[config.mk]
export PLATFORM = sky130hd
export DESIGN_NAME = change_event_fifo_flat
export DESIGN_NICKNAME = d
export VERILOG_FILES = /design/src/rtl/change_event_fifo_if.sv /design/src/rtl/change_event_fifo.sv /design/src/flat_wrapper.sv
export SDC_FILE = /design/constraint.sdc
export NUM_CORES = 1
export LEC_CHECK = 0
export CORE_MARGIN = 5
export CORE_UTILIZATION = 29
export DETAILED_ROUTE_END_ITERATION = 8
export GPL_TIMING_DRIVEN = 0
export PLACE_DENSITY = 0.45
export SLEW_MARGIN = 20
export SYNTH_ARGS = -nofsm -noshare
export SYNTH_HDL_FRONTEND = slang
export SYNTH_SLANG_ARGS = --single-unit
[constraint.sdc]
create_clock -name clk -period 2.4 [get_ports clk]
set_input_delay 0.24 -clock clk [delete_from_list [all_inputs] [get_ports clk]]
set_output_delay 0.24 -clock clk [all_outputs]
set_load 0.01 [all_outputs]
[src/rtl/change_event_fifo_if.sv]
// Change-event FIFO bus: producer strobe/data, consumer valid/ready handshake,
// occupancy and sticky overflow status.
// Optional: CHANGE_EVENT_FIFO_TIMESTAMP_EN adds the out_ts timestamp signal.
interface change_event_fifo_if #(
    parameter int DATA_W = 8,
    parameter int DEPTH  = 4
);
    logic                       pulse_in;
    logic [DATA_W-1:0]          data_in;
    logic                       out_valid;
    logic                       out_ready;
    logic [DATA_W-1:0]          out_data;
    logic [$clog2(DEPTH):0]     count;
    logic                       overflow;
    logic                       clr_overflow;
`ifdef CHANGE_EVENT_FIFO_TIMESTAMP_EN
    logic [15:0]                out_ts;
`endif

    // FIFO side
    modport slave (
        input  pulse_in, data_in, out_ready, clr_overflow,
        output out_valid, out_data, count, overflow
`ifdef CHANGE_EVENT_FIFO_TIMESTAMP_EN
        , output out_ts
`endif
    );

    // Producer/consumer side
    modport master (
        output pulse_in, data_in, out_ready, clr_overflow,
        input  out_valid, out_data, count, overflow
`ifdef CHANGE_EVENT_FIFO_TIMESTAMP_EN
        , input out_ts
`endif
    );
endinterface

[src/rtl/change_event_fifo.sv]
// Change-event FIFO: captures data_in on every pulse_in strobe, presents the
// oldest entry show-ahead with valid/ready, flags dropped events (sticky).
// Optional: CHANGE_EVENT_FIFO_TIMESTAMP_EN stores a 16-bit cycle timestamp
// with each entry and shows it on out_ts.
module change_event_fifo #(
    parameter int DATA_W = 8,
    parameter int DEPTH  = 4
) (
    input  logic              clk,
    input  logic              rst_n,
    change_event_fifo_if.slave bus
);
    localparam int PTR_W = $clog2(DEPTH);
    localparam int CNT_W = PTR_W + 1;

    logic [DATA_W-1:0] mem [DEPTH];
    logic [PTR_W-1:0]  wr_ptr;
    logic [PTR_W-1:0]  rd_ptr;
    logic [CNT_W-1:0]  cnt;
    logic [CNT_W-1:0]  cnt_next;
    logic              valid_q;
    logic              overflow_q;
    logic              full;
    logic              push;
    logic              pop;
    logic              push_ok;
    logic              drop;

`ifdef CHANGE_EVENT_FIFO_TIMESTAMP_EN
    logic [15:0]       ts_cnt;
    logic [15:0]       ts_mem [DEPTH];
`endif

    // Push/pop qualification and next occupancy
    always_comb begin
        full     = (cnt == CNT_W'(DEPTH));
        push     = bus.pulse_in;
        pop      = valid_q & bus.out_ready;
        // A pop in the same cycle frees the slot, so a full FIFO still accepts.
        push_ok  = push & (~full | pop);
        drop     = push & full & ~pop;
        cnt_next = cnt;
        case ({push_ok, pop})
            2'b10:   cnt_next = cnt + CNT_W'(1);
            2'b01:   cnt_next = cnt - CNT_W'(1);
            default: cnt_next = cnt;
        endcase
    end

    // Storage, pointers, occupancy, valid and sticky overflow
    always_ff @(posedge clk) begin
        if (!rst_n) begin
            for (int unsigned i = 0; i < DEPTH; i++) begin
                mem[i] <= '0;
            end
            wr_ptr     <= '0;
            rd_ptr     <= '0;
            cnt        <= '0;
            valid_q    <= 1'b0;
            overflow_q <= 1'b0;
        end else begin
            if (push_ok) begin
                mem[wr_ptr] <= bus.data_in;
                wr_ptr      <= wr_ptr + PTR_W'(1);
            end
            if (pop) begin
                rd_ptr <= rd_ptr + PTR_W'(1);
            end
            cnt     <= cnt_next;
            valid_q <= (cnt_next != '0);
            if (drop) begin
                overflow_q <= 1'b1;
            end else if (bus.clr_overflow) begin
                overflow_q <= 1'b0;
            end
        end
    end

`ifdef CHANGE_EVENT_FIFO_TIMESTAMP_EN
    // Free-running cycle counter and per-entry timestamp capture
    always_ff @(posedge clk) begin
        if (!rst_n) begin
            ts_cnt <= '0;
            for (int unsigned i = 0; i < DEPTH; i++) begin
                ts_mem[i] <= '0;
            end
        end else begin
            ts_cnt <= ts_cnt + 16'd1;
            if (push_ok) begin
                ts_mem[wr_ptr] <= ts_cnt;
            end
        end
    end

    assign bus.out_ts = ts_mem[rd_ptr];
`endif

    assign bus.out_valid = valid_q;
    assign bus.out_data  = mem[rd_ptr];
    assign bus.count     = cnt;
    assign bus.overflow  = overflow_q;
endmodule

[src/flat_wrapper.sv]
// flat-port wrapper written by rule: the top's interface ports become plain ports
module change_event_fifo_flat 
#(
    parameter int DATA_W = 8,
    parameter int DEPTH  = 4
)
  (clk, rst_n, bus_pulse_in, bus_data_in, bus_out_ready, bus_clr_overflow, bus_out_valid, bus_out_data, bus_count, bus_overflow);
  change_event_fifo_if #(.DATA_W(DATA_W), .DEPTH(DEPTH)) bus_i ();
  input  logic clk;
  input  logic rst_n;
  input wire logic [$bits(bus_i.pulse_in)-1:0] bus_pulse_in;
  input wire logic [$bits(bus_i.data_in)-1:0] bus_data_in;
  input wire logic [$bits(bus_i.out_ready)-1:0] bus_out_ready;
  input wire logic [$bits(bus_i.clr_overflow)-1:0] bus_clr_overflow;
  output wire logic [$bits(bus_i.out_valid)-1:0] bus_out_valid;
  output wire logic [$bits(bus_i.out_data)-1:0] bus_out_data;
  output wire logic [$bits(bus_i.count)-1:0] bus_count;
  output wire logic [$bits(bus_i.overflow)-1:0] bus_overflow;
  assign bus_i.pulse_in = bus_pulse_in;
  assign bus_i.data_in = bus_data_in;
  assign bus_i.out_ready = bus_out_ready;
  assign bus_i.clr_overflow = bus_clr_overflow;
  assign bus_out_valid = bus_i.out_valid;
  assign bus_out_data = bus_i.out_data;
  assign bus_count = bus_i.count;
  assign bus_overflow = bus_i.overflow;
  change_event_fifo #(.DATA_W(DATA_W), .DEPTH(DEPTH)) u_core (.clk(clk), .rst_n(rst_n), .bus(bus_i));
endmodule
-- After elaboration in Yosys (flattened, before gate mapping)
Memories as Yosys holds them, arrays and structs flattened. A register that Yosys moved wholly into a read port is not among the register bits.
Index checks and enable logic that the tools add are counted.
- bits in registers: 9
- bits in writable memories: 32
- input port bits: 13
- output and inout bits: 13
- logic and storage cells: 35
- memories: 1
- memories (memory ; words ; width ; rd ports ; clocked after memory_dff ; wr ports ; RTL line ; text):
    u_core.mem ; 4 ; 8 ; 1 ; 1 ; 4 ; change_event_fifo.sv:16 ; logic [DATA_W-1:0] mem [DEPTH];
- $add $sub $neg: 4
- eq/ne operators: 3
- muxes and demuxes: 12
- bitwise logic cells: 7
- reduce and logical (&&, ||, !) cells: 3
- operators by type and width (kind ; number):
    2-to-1 mux 8 bit ; 1
    OR reduction 8 bit ; 1
    2-to-1 mux 1 bit ; 7
    2-to-1 mux 2 bit ; 3
    one-hot mux 3 bit (2 select lines) ; 1
    adder 2 x 1 -> 2 bit (second input constant) ; 2
    AND 1 bit ; 4
    adder 3 x 1 -> 3 bit (second input constant) ; 1
    == test 3 bit (second input constant) ; 1
    nonzero test 3 bit ; 1
    subtractor 3 x 1 -> 3 bit (second input constant) ; 1
    == test 2 x 1 -> 1 bit (second input constant) ; 1
    == test 2 bit (second input constant) ; 1
    NOT 1 bit ; 2
    nonzero test 2 bit ; 1
    bitwise OR 1 bit ; 1

-- Longest topological paths before layout
- depth after elaboration: 9
- mapped depth: 6
- mapped depth without buffers: 6

-- Worst setup path after synthesis
No wires, ideal clock.
- path type: flip-flop to flip-flop
- start: reg u_core.valid_q, in the netlist u_core.bus.out_valid
- end: mem u_core.mem[1][0], enable pin
- setup time: 0.384 ns
- arrival time: 1.586 ns
- required time: 2.016 ns
- setup slack: 0.430 ns
- stages on the path, launching flop included: 5
- path buffers: 0
- period minus slack after synthesis: 1.970 ns
- cell sequence: dfxtp_1 -> nand2_1 -> a21oi_1 -> nand2_1 -> o21ai_0
- RTL lines (element ; RTL line ; text):
    start: declaration ; change_event_fifo.sv:21 ; logic valid_q;
    start signal: assignment ; change_event_fifo.sv:70 ; valid_q <= (cnt_next != '0);
    end: declaration ; change_event_fifo.sv:16 ;

==> impl_metrics.csv <==
group,metric,value,unit
run_status,outcome,"finished, final reports clean",
setup_path,r2r_end,"u_core.mem[1][6]$_SDFFCE_PN0P_",
logic_synthesis,synth_simple_gate_area_share,16.8,%
logic_synthesis,synth-xor-area-share,1.85,%
timing,timing.final.hold_violations,0,
grt,grt_util_all_layers,10.4,%
final_layout,n_fill_cell,594,
timing,finalWorstSetupSlack,183,ps
drt,wirelength,3.92,mm
logic_synthesis,yosys_warnings,0,
run,cap_viol_max_count,0,
logic_synthesis,synth_top_family_by_area,"simple AND/OR/NAND/NOR gates",
drt,drt_iter0_markers,43,
placement,dp_hpwl,2.66,mm
logic_synthesis,synth-compound-area-share,5.68,%
drt,wl_per_cell,16.1,um
timing,slew_headroom,43.6,%
final_layout,final_nets,180,
drt,firstDrtPassIters,4,
timing,period_needed,2220,ps
placement,dp_cells,236,
logic_synthesis,synth_cells,134,
logic_synthesis,yosysSeqAreaShare,62.3,%
timing,period_share,92.4,%
clocking,clkSlewWorstSetupHoldPaths,70,ps
placement,portBuffers,25,
timing,slew_violations,0,
pwr,peakVddDrop,0.350,mV
logic_synthesis,avgSynthCellArea,14.1,um2
drt,num_vias,1152,
worst_hold_path,holdPathEnd,"u_core.bus.overflow$_SDFFE_PN0P_",
worst_hold_path,hold_class,"flop to flop",
timing,setup_violations,0,
worst_hold_path,worstHoldStart,"u_core.bus.overflow$_SDFFE_PN0P_",
clocking,postCtsSetupBuffers,0,
logic_synthesis,yosysUniqueCellTypes,32,
floorplanning,core_area,6350,um2
pwr,finalPower,0.00187,W
final_layout,fin_area,2330,um2
floorplanning,die_w,90.9,um
clocking,clock_tree.root_cell,"clkbuf_8",
drt,route.detailed.drc,0,
setup_path,arrival,1980,ps
setup_path,cp_data_required_time,2160,ps
grt,antenna_found_initial,0,
floorplanning,placementRows,29,
final_layout,area_growth,23.1,%
clocking,cts_buffer_depth,2,
pwr,power_density,799,nW/um2
clocking,clock-sinks,43,
setup_path,r2r_cells,4,
timing,tightest_slew,840,ps
setup_path,worst-setup-path-type,"flop to primary output",
worst_hold_path,holdPathStages,2,
placement,place_area,2240,um2
grt,grt-ovfl-total,0,
drt,avgViaCountPerCell,4.72,
timing,rsz0062_at_grt,"true",
logic_synthesis,syn_nets,148,
final_layout,layout.cells.non_filler,244,
final_layout,multi_input_area,677,um2
timing,fmax,0.451,GHz
logic_synthesis,syn-cell-area,1900,um2
setup_path,r2r_start,"u_core.bus.count[0]$_SDFF_PN0_",
logic_synthesis,ys_seq_elements,43,
final_layout,diodes,0,
placement,dpl_worst_slack,-330,ps
clocking,htree_num_levels,2,
setup_path,cp-end-kind,"primary output",
floorplanning,die_h,90.9,um
logic_synthesis,synth-edff-count,32,
grt,grt_first_pass_wirelength,6.62,mm
floorplanning,start_util,29.9,%
clocking,clock_latency,300,ps
timing,worst_clock_skew,10.2,ps
placement,routabilityCongestion,0.714,
grt,first_global_vias,1255,
logic_synthesis,synthArstFlopShare,0,%
setup_path,worst_setup_path_start_kind,"flop",
logic_synthesis,synthAdderAreaFrac,1.06,%
drt,postRouteAntennaNets,0,
final_layout,final_layout_size_suffix_gt1_share,15.0,%
final_layout,register_area,1180,um2
floorplanning,num_io_pins,26,
setup_path,crit_fanout,8,
grt,grt_start_max_net_pins,14,
clocking,cts_buffers,5,
clocking,cts_tree,"done",
timing,finalSetupTns,0,ps
logic_synthesis,muxShareOfSynthArea,10.0,%
pwr,p_leak,0.854,nW
floorplanning,dieArea,8250,um2
setup_path,rrSetupSlack,260,ps
logic_synthesis,synthFlopType,"edfxtp_1",
[cells in the final DEF (no fill, tap or decap), types with 2 or more instances in the layout]
| cell type | synthesis | routed |
|---|---|---|
| edfxtp_1 | 32 | 32 |
| clkdlybuf4s50_1 | 0 | 25 |
| and2_1 | 24 | 24 |
| dfxtp_1 | 11 | 11 |
| and3_1 | 10 | 10 |
| mux4_2 | 8 | 8 |
| nor2_1 | 8 | 8 |
| inv_1 | 6 | 6 |
| clkbuf_8 | 0 | 5 |
| nand2_1 | 3 | 3 |
| buf_2 | 2 | 2 |
| clkbuf_1 | 1 | 2 |
| a21oi_1 | 2 | 2 |
| o21ai_2 | 1 | 2 |
| nand3_1 | 2 | 2 |
| xor2_1 | 2 | 2 |
| xnor2_1 | 2 | 2 |
[sequential cells by signal, summed over array words and instances (netlist names), named ones only]
register              count
u_core.bus.count          3
u_core.bus.out_valid      1
u_core.wr_ptr             2
u_core.rd_ptr             2
u_core.mem               32
u_core.bus.overflow       1
[repair_timing]
item | 4_1_cts | 5_1_grt
pin swaps | 0 | 0
endpoints found under the setup margin | 8 | 8
gates resized for setup | 1 | 1
hold buffers | 0 | 0
[worst max-delay path by stage]
stage                               startpoint                             end  slack, ps  cells past startpoint
2_1_floorplan  u_core.bus.out_valid$_SDFF_PN0_  u_core.mem[1][0]$_SDFFCE_PN0P_        430                      4
3_3_place_gp                     bus_out_ready      u_core.mem[3][6]$_DFFE_PP_       -520                      5
3_5_place_dp                             rst_n  u_core.mem[0][0]$_SDFFCE_PN0P_       -330                      6
4_1_cts                          bus_out_ready      u_core.mem[3][3]$_DFFE_PP_        120                      5
5_1_grt                          bus_out_ready  u_core.mem[1][3]$_SDFFCE_PN0P_        -10                      5
6_report                                  flop                 bus_out_data[5]        180                      3
[Yosys cell counts (3+ instances only)]
library cell | n | area (um2)
edfxtp_1 | 32 | 961
inv_1 | 6 | 22.5
and3_1 | 10 | 62.6
dfxtp_1 | 11 | 220
o21ai_0 | 3 | 15.0
nand2_1 | 3 | 11.3
mux4_2 | 8 | 180
and2_1 | 24 | 150
nor2_1 | 8 | 30.0
[worst max-delay path, stage by stage (launching register included)]
cell	delay [ps]
dfxtp_1	310
buf_1	470
mux4_2	410
clkdlybuf4s50_1	490
[routing by layer]
layer	part of all wire [%]	wire length (um)	up-vias	GRT usage (%)
li1	-	-	552	-
met1	45	1760	557	13.7
met2	47	1840	35	16.1
met3	6.5	256	8	3.42
met4	1.8	70	0	3.67
met5	0	0	-	0
[layout make-up]
class	count	area share [%]
clock buffers	6	3.11
clock inverters	2	0.536
inverters	7	1.13
flip-flops and latches	43	50.6
repair buffers	25	10.7
multi-input cells	80	29.0
well taps	77	4.13
plain buffers	4	0.751
[metrics by stage]
step | utilization, % | hold slack (ps)
after floorplan | - | 375
after global placement | 35.3 | 487
after detailed placement | 35.3 | 483
after CTS | 36.7 | 516
after global routing | 36.7 | 575
final | 36.7 | 512
[cells by family after synthesis]
kind of cell / Yosys count
AO/OA/AOI/OAI: 13
flip-flops: 43
multiplexers: 9
adder cells (fa/ha/maj): 1
buffers and inverters: 11
AND/OR/NAND/NOR: 53
XOR/XNOR: 4
[report_power, final]
part	leakage (nW)	switching [W]	internal, W
Combinational	0.389	0.000218	0.000246
Clock	0.0412	0.000251	0.000204
Sequential	0.424	0.0000565	0.000889
Total	0.854	0.000526	0.00134
No activity file was read; power rests on OpenSTA's default activity.
